### config.mk
export PLATFORM = sky130hd
export DESIGN_NAME = spike_rate_decoder
export DESIGN_NICKNAME = d
export VERILOG_FILES = /design/src/rtl/snn_pkg.sv /design/src/rtl/syn_trace.sv /design/src/rtl/spike_rate_decoder.sv
export SDC_FILE = /design/constraint.sdc
export NUM_CORES = 1
export LEC_CHECK = 0
export CORE_MARGIN = 3
export CORE_UTILIZATION = 46
export CTS_CLUSTER_DIAMETER = 120
export DETAILED_ROUTE_END_ITERATION = 16
export GPL_TIMING_DRIVEN = 0
export PLACE_DENSITY = 0.7
export SLEW_MARGIN = 10
export SYNTH_ARGS = -nofsm -noshare
export SYNTH_HDL_FRONTEND = slang
export SYNTH_HIERARCHICAL = 1
export SYNTH_SLANG_ARGS = --single-unit
### constraint.sdc
create_clock -name clk -period 1.45 [get_ports clk]
set_input_delay 0.29 -clock clk [delete_from_list [all_inputs] [get_ports clk]]
set_output_delay 0.29 -clock clk [all_outputs]
set_load 0.005 [all_outputs]
### src/rtl/snn_pkg.sv
// snn_pkg
// Shared definitions for the spiking-network blocks: the rate-decoder
// control state encoding, the 8-bit saturation ceiling and a helper that
// clamps a 9-bit sum into 8 bits.
package snn_pkg;

  // Control FSM states for the rate decoder
  typedef enum logic {
    IDLE = 1'b0,
    RUN  = 1'b1
  } ctrl_state_t;

  // Ceiling for every 8-bit saturating quantity (spike counts, trace)
  localparam logic [7:0] SAT_MAX = 8'd255;

  // Clamp a 9-bit sum to SAT_MAX
  function automatic logic [7:0] sat8(input logic [8:0] sum);
    return (sum > {1'b0, SAT_MAX}) ? SAT_MAX : sum[7:0];
  endfunction

endpackage

### src/rtl/syn_trace.sv
// syn_trace
// Standalone exponentially decaying synapse. Every cycle the trace halves
// and, if a spike arrives, WEIGHT is added; the sum saturates at 255.
// Ports:
//   clk   - clock, all state updates on the rising edge
//   rst   - synchronous active-high reset, clears the trace
//   spike - incoming spike, sampled every cycle
//   trace - 8-bit decaying synaptic current
module syn_trace
  import snn_pkg::*;
#(
  parameter logic [7:0] WEIGHT = 8'd50
) (
  input  logic       clk,
  input  logic       rst,
  input  logic       spike,
  output logic [7:0] trace
);

  logic [8:0] trace_sum;

  // The 9-bit sum cannot overflow: 127 + 255 fits, so a single clamp suffices
  always_comb begin
    trace_sum = {2'b00, trace[7:1]} + {1'b0, (spike ? WEIGHT : 8'd0)};
  end

  always_ff @(posedge clk) begin
    if (rst) begin
      trace <= '0;
    end else begin
      trace <= sat8(trace_sum);
    end
  end

endmodule

### src/rtl/spike_rate_decoder.sv
// spike_rate_decoder
// Counts spikes over fixed windows of WINDOW cycles while enabled and
// offers each completed count through a valid/ready handshake. A result
// that completes while the previous one is still pending is dropped and
// flagged on the sticky overrun output. A decaying synaptic trace of the
// same spike stream is produced in parallel, independent of en.
// Ports:
//   clk        - clock, all state updates on the rising edge
//   rst        - synchronous active-high reset, overrides every input
//   spike      - spike from an upstream neuron, sampled every cycle
//   en         - enables rate measurement
//   rate_data  - spike count of the last completed window
//   rate_valid - rate_data holds an unconsumed result
//   rate_ready - consumer accepts rate_data
//   overrun    - sticky, a completed window result was discarded
//   trace      - decaying synaptic current for a downstream neuron
module spike_rate_decoder
  import snn_pkg::*;
#(
  parameter int         WINDOW = 64,
  parameter logic [7:0] WEIGHT = 8'd50
) (
  input  logic       clk,
  input  logic       rst,
  input  logic       spike,
  input  logic       en,
  output logic [7:0] rate_data,
  output logic       rate_valid,
  input  logic       rate_ready,
  output logic       overrun,
  output logic [7:0] trace
);

  localparam int            CW         = $clog2(WINDOW);
  localparam logic [CW-1:0] LAST_CYCLE = CW'(WINDOW - 1);

  ctrl_state_t   state;
  ctrl_state_t   state_next;
  logic          win_active;
  logic          win_close;
  logic          transfer;
  logic [CW-1:0] win_cnt;
  logic [7:0]    spike_cnt;
  logic [7:0]    win_result;

  // State register
  always_ff @(posedge clk) begin
    if (rst) begin
      state <= IDLE;
    end else begin
      state <= state_next;
    end
  end

  // Next state and window activity. Counters are held at zero whenever
  // no window is active, so the cycle in which en is first seen from IDLE
  // is already the first cycle of a fresh window. Dropping en in RUN
  // makes the cycle inactive, which throws the partial window away.
  always_comb begin
    state_next = state;
    win_active = 1'b0;
    case (state)
      IDLE: begin
        if (en) begin
          state_next = RUN;
          win_active = 1'b1;
        end
      end
      RUN: begin
        if (en) begin
          win_active = 1'b1;
        end else begin
          state_next = IDLE;
        end
      end
      default: begin
        state_next = IDLE;
      end
    endcase
  end

  // The closing cycle's own spike is folded into the reported count
  assign win_close  = win_active && (win_cnt == LAST_CYCLE);
  assign win_result = sat8({1'b0, spike_cnt} + {8'd0, spike});
  assign transfer   = rate_valid && rate_ready;

  // Window and spike counters restart immediately after a close, no gap
  always_ff @(posedge clk) begin
    if (rst) begin
      win_cnt   <= '0;
      spike_cnt <= '0;
    end else if (!win_active || win_close) begin
      win_cnt   <= '0;
      spike_cnt <= '0;
    end else begin
      win_cnt   <= win_cnt + CW'(1);
      spike_cnt <= win_result;
    end
  end

  // Result register and handshake. A new result loads when the slot is
  // empty or being emptied this very cycle; otherwise it is discarded and
  // overrun latches until reset.
  always_ff @(posedge clk) begin
    if (rst) begin
      rate_data  <= '0;
      rate_valid <= 1'b0;
      overrun    <= 1'b0;
    end else begin
      if (win_close && (!rate_valid || rate_ready)) begin
        rate_data  <= win_result;
        rate_valid <= 1'b1;
      end else begin
        if (transfer) begin
          rate_valid <= 1'b0;
        end
        if (win_close) begin
          overrun <= 1'b1;
        end
      end
    end
  end

  syn_trace #(
    .WEIGHT(WEIGHT)
  ) u_trace (
    .clk  (clk),
    .rst  (rst),
    .spike(spike),
    .trace(trace)
  );

endmodule
==> summary.txt <==
Min-Delay Endpoint: u_trace/trace[1]
Nets: 195
clock power share: 0.418
final-report setup violation count: 13
Post-Synth Simple-Gate Area: 0.2861
starting density of the core: 0.4911
final worst setup slack: -0.06916 ns
max-cap violation count: 0
Final Hold Fails: 0
Seq pwr share: 0.503
clk_skew: 0.006193 ns
hold depth: 3
DRC errors left: 0
Via density: 5.414
critical path launch point type: flop
Synth Area in XOR/XNOR: 0.05722
antenna viol nets, final: 0
vias in the first global route: 1104
Post-Synth Adder-Cell Area: 0.06358
sequential area share after synthesis: 0.4650
r2r endpoint: win_cnt[0]
flop2flop setup slack: -0.07 ns
largest net degree at the start of global routing: 11
status: finished with violations
P_leak: 0.0008951 uW
Tightest Hold Check Type: primary input to flop
Non-Filler Instances: 215
Final GP Congestion: 0.7921
Pwr Density: 942.8 nW/um^2
Critical Path RT: 1.71 ns
Slew headroom: 0.6794
detailed-route wire length: 3.095 mm
cells after synthesis: 143
Clock Tree Root: clkbuf_4
RSZ-0062 raised after global routing: true
number of synthesized flops with an enable pin: 0
setup TNS: -0.5909 ns
crit path max fanout: 10
num rows: 19
share of cells above drive strength 1: 0.3370
Logic pwr share: 0.079
internal power: 1431 uW
Die Width: 60.73 um
Worst R2R Start: win_cnt[1]
largest family of logic cells by synthesized area: simple AND/OR/NAND/NOR gates
drt first pass iters: 4
multiplexer share of the synthesized area: 0.01453
FF-to-FF path depth: 6
area grow syn2layout: 39.33%
asr flop ratio synth: 0
global-route wire length before repair: 4.871 mm
Place WS: -0.7367 ns
fin crit share: 1.048
Sw Ratio: 0.2094
cell area after synthesis: 1378 sq um
grt ovf: 0
Post-DP HPWL: 2.020 mm
die area: 3688 sq um
IO Port Bufs: 22
Final Max Tran Viols: 0
CTS tree: done
I/O pin total: 23
Core Area: 2805 sq um
Tot GR Track Use: 0.1797
Syn Area/Cell: 9.633 sq um
clock sink total: 32
syn nets: 155
CP arrival: 1.78 ns
routed vias: 1164
n_diodes: 0
Synth Area in Compound Gates: 0.08719
Iter 0 DRT Violations: 30
H-tree Lvls: 2
CP Class: flop to flop
count of different cell masters after synthesis: 41
Slew @ Worst Pin: 0.4809 ns
Placed Cells: 196
Die H: 60.73 um
Yosys Warn Count: 6
Psw: 378.9 uW
Clock Path Buffers: 2
Worst setup EP type: flop
Max Clock Freq: 658.3 MHz
ys flop type: dfxtp_1
initial antenna violation count: 0
post-DR wirelength/cell: 14.40 um
post-synthesis sequential element count: 32
clock slew at reported path FFs: 0.09 ns
Min Clock Period, post-route: 1.519 ns
Worst-Skew Late Latency: 0.32 ns
violated checks: setup timing
worst-case vdd ir drop: 0.0007287 V
CTS buffer count: 5
Min-Delay Startpoint: spike
==> area by class of cell <==
type	instances	area (sq um)
plain buffers	3	23.77
clock buffers	7	65.06
multi-input cells	104	769.5
inverters	3	11.26
fillers	225	885.9
flip-flops and latches	32	671.9
well taps	31	38.79
clock inverters	1	30.03
repair buffers	34	309.0
==> repair_timing <==
item,in CTS,in global routing
buffers inserted,9,3
endpoints found under the setup margin,38,28
hold buffers,0,0
pin swaps,4,1
gates resized for setup,36,20
==> flip-flops by register name, summed over array words and instances (netlist names) <==
| signal | cells |
|---|---|
| rate_data | 8 |
| win_cnt | 6 |
| spike_cnt | 8 |
| rate_valid | 1 |
| overrun | 1 |
| u_trace/trace | 8 |
==> metal layers <==
| metal | up-vias | share of wire | track usage |
|---|---|---|---|
| met2 | 26 | 0.51 | 0.2947 |
| met5 | - | 0 | 0 |
| met3 | 5 | 0.049 | 0.07660 |
| met4 | 0 | 0.012 | 0.05882 |
| li1 | 583 | - | - |
| met1 | 550 | 0.43 | 0.2123 |
==> metrics by stage <==
| stage | power [uW] | area, sq um | hold WS (ns) | utilization |
|---|---|---|---|---|
| 2_1_floorplan | 998.2 | 1393 | 0.4135 | - |
| 3_3_place_gp | 1055 | 1652 | 0.4226 | 0.5888 |
| 3_5_place_dp | 1059 | 1652 | 0.4281 | 0.5888 |
| 4_1_cts | 1813 | 1832 | 0.4664 | 0.6530 |
| 5_1_grt | 1874 | 1919 | 0.4926 | 0.6842 |
| 6_report | 1810 | 1919 | 0.4621 | 0.6842 |
==> cell families after synthesis <==
| group | count (synthesis) |
|---|---|
| mux | 2 |
| simple gates | 68 |
| fa+ha+maj | 7 |
| compound gates | 18 |
| flops | 32 |
| xor+xnor | 9 |
| buf+inv | 7 |
==> cells in the mapped netlist (3+ instances only) <==
library cell / n / area share
dfxtp_1: 32 / 0.47
nor2_1: 25 / 0.068
ha_1: 7 / 0.064
nand2_1: 7 / 0.019
xnor2_1: 6 / 0.038
nand3_1: 5 / 0.018
a211oi_1: 4 / 0.022
o21ai_0: 4 / 0.015
inv_1: 3 / 0.0082
nand2b_1: 3 / 0.014
nand3b_1: 3 / 0.016
nand4_1: 3 / 0.014
nor2b_1: 3 / 0.014
xor2_1: 3 / 0.019
==> how the worst max path moves through the flow <==
stage / start / end / slack [ns] / cells past startpoint
2_1_floorplan: win_cnt[0] / win_cnt[0] / -0.009 / 6
3_3_place_gp: spike / rate_data[6] / -0.70 / 6
3_5_place_dp: spike / rate_data[6] / -0.74 / 6
4_1_cts: win_cnt[1] / spike_cnt[3] / -0.08 / 6
5_1_grt: win_cnt[1] / win_cnt[1] / -0.11 / 6
6_report: win_cnt[1] / win_cnt[0] / -0.07 / 6
==> power groups by stage <==
stage | Clock, uW | Combinational, uW | Sequential [uW]
final | 757 | 143 | 910
after global routing | 804 | 158 | 913
after CTS | 764 | 139 | 909
after detailed placement | 0 | 126 | 933
after global placement | 0 | 123 | 932
after floorplan | 0 | 65.5 | 933
==> placed cells by master (no fill, tap or decap), types with 3 or more instances in the layout <==
| master | Yosys | routed |
|---|---|---|
| dfxtp_1 | 32 | 11 |
| nor2b_1 | 3 | 3 |
| dfxtp_2 | 0 | 19 |
| a211oi_1 | 4 | 4 |
| clkdlybuf4s50_1 | 0 | 3 |
| nand3_1 | 5 | 5 |
| dlymetal6s2s_1 | 0 | 6 |
| xor2_1 | 3 | 3 |
| nand3b_1 | 3 | 3 |
| dlygate4sd2_1 | 0 | 12 |
| inv_1 | 3 | 3 |
| o21ai_0 | 4 | 4 |
| nor2_2 | 0 | 4 |
| clkbuf_4 | 0 | 5 |
| buf_4 | 0 | 11 |
| nand2_1 | 7 | 7 |
| nand4_1 | 3 | 3 |
| nor2_1 | 25 | 20 |
| ha_1 | 7 | 5 |
| xnor2_1 | 6 | 6 |
| nand2b_1 | 3 | 3 |
==> critical path, stage by stage, from the launching register on <==
cell	delay [ns]
dfxtp_2	0.34
ha_4	0.15
and3_4	0.18
and2_4	0.14
or3b_4	0.40
buf_8	0.16
nor2_1	0.08
Power figures use the tool's default switching activity.
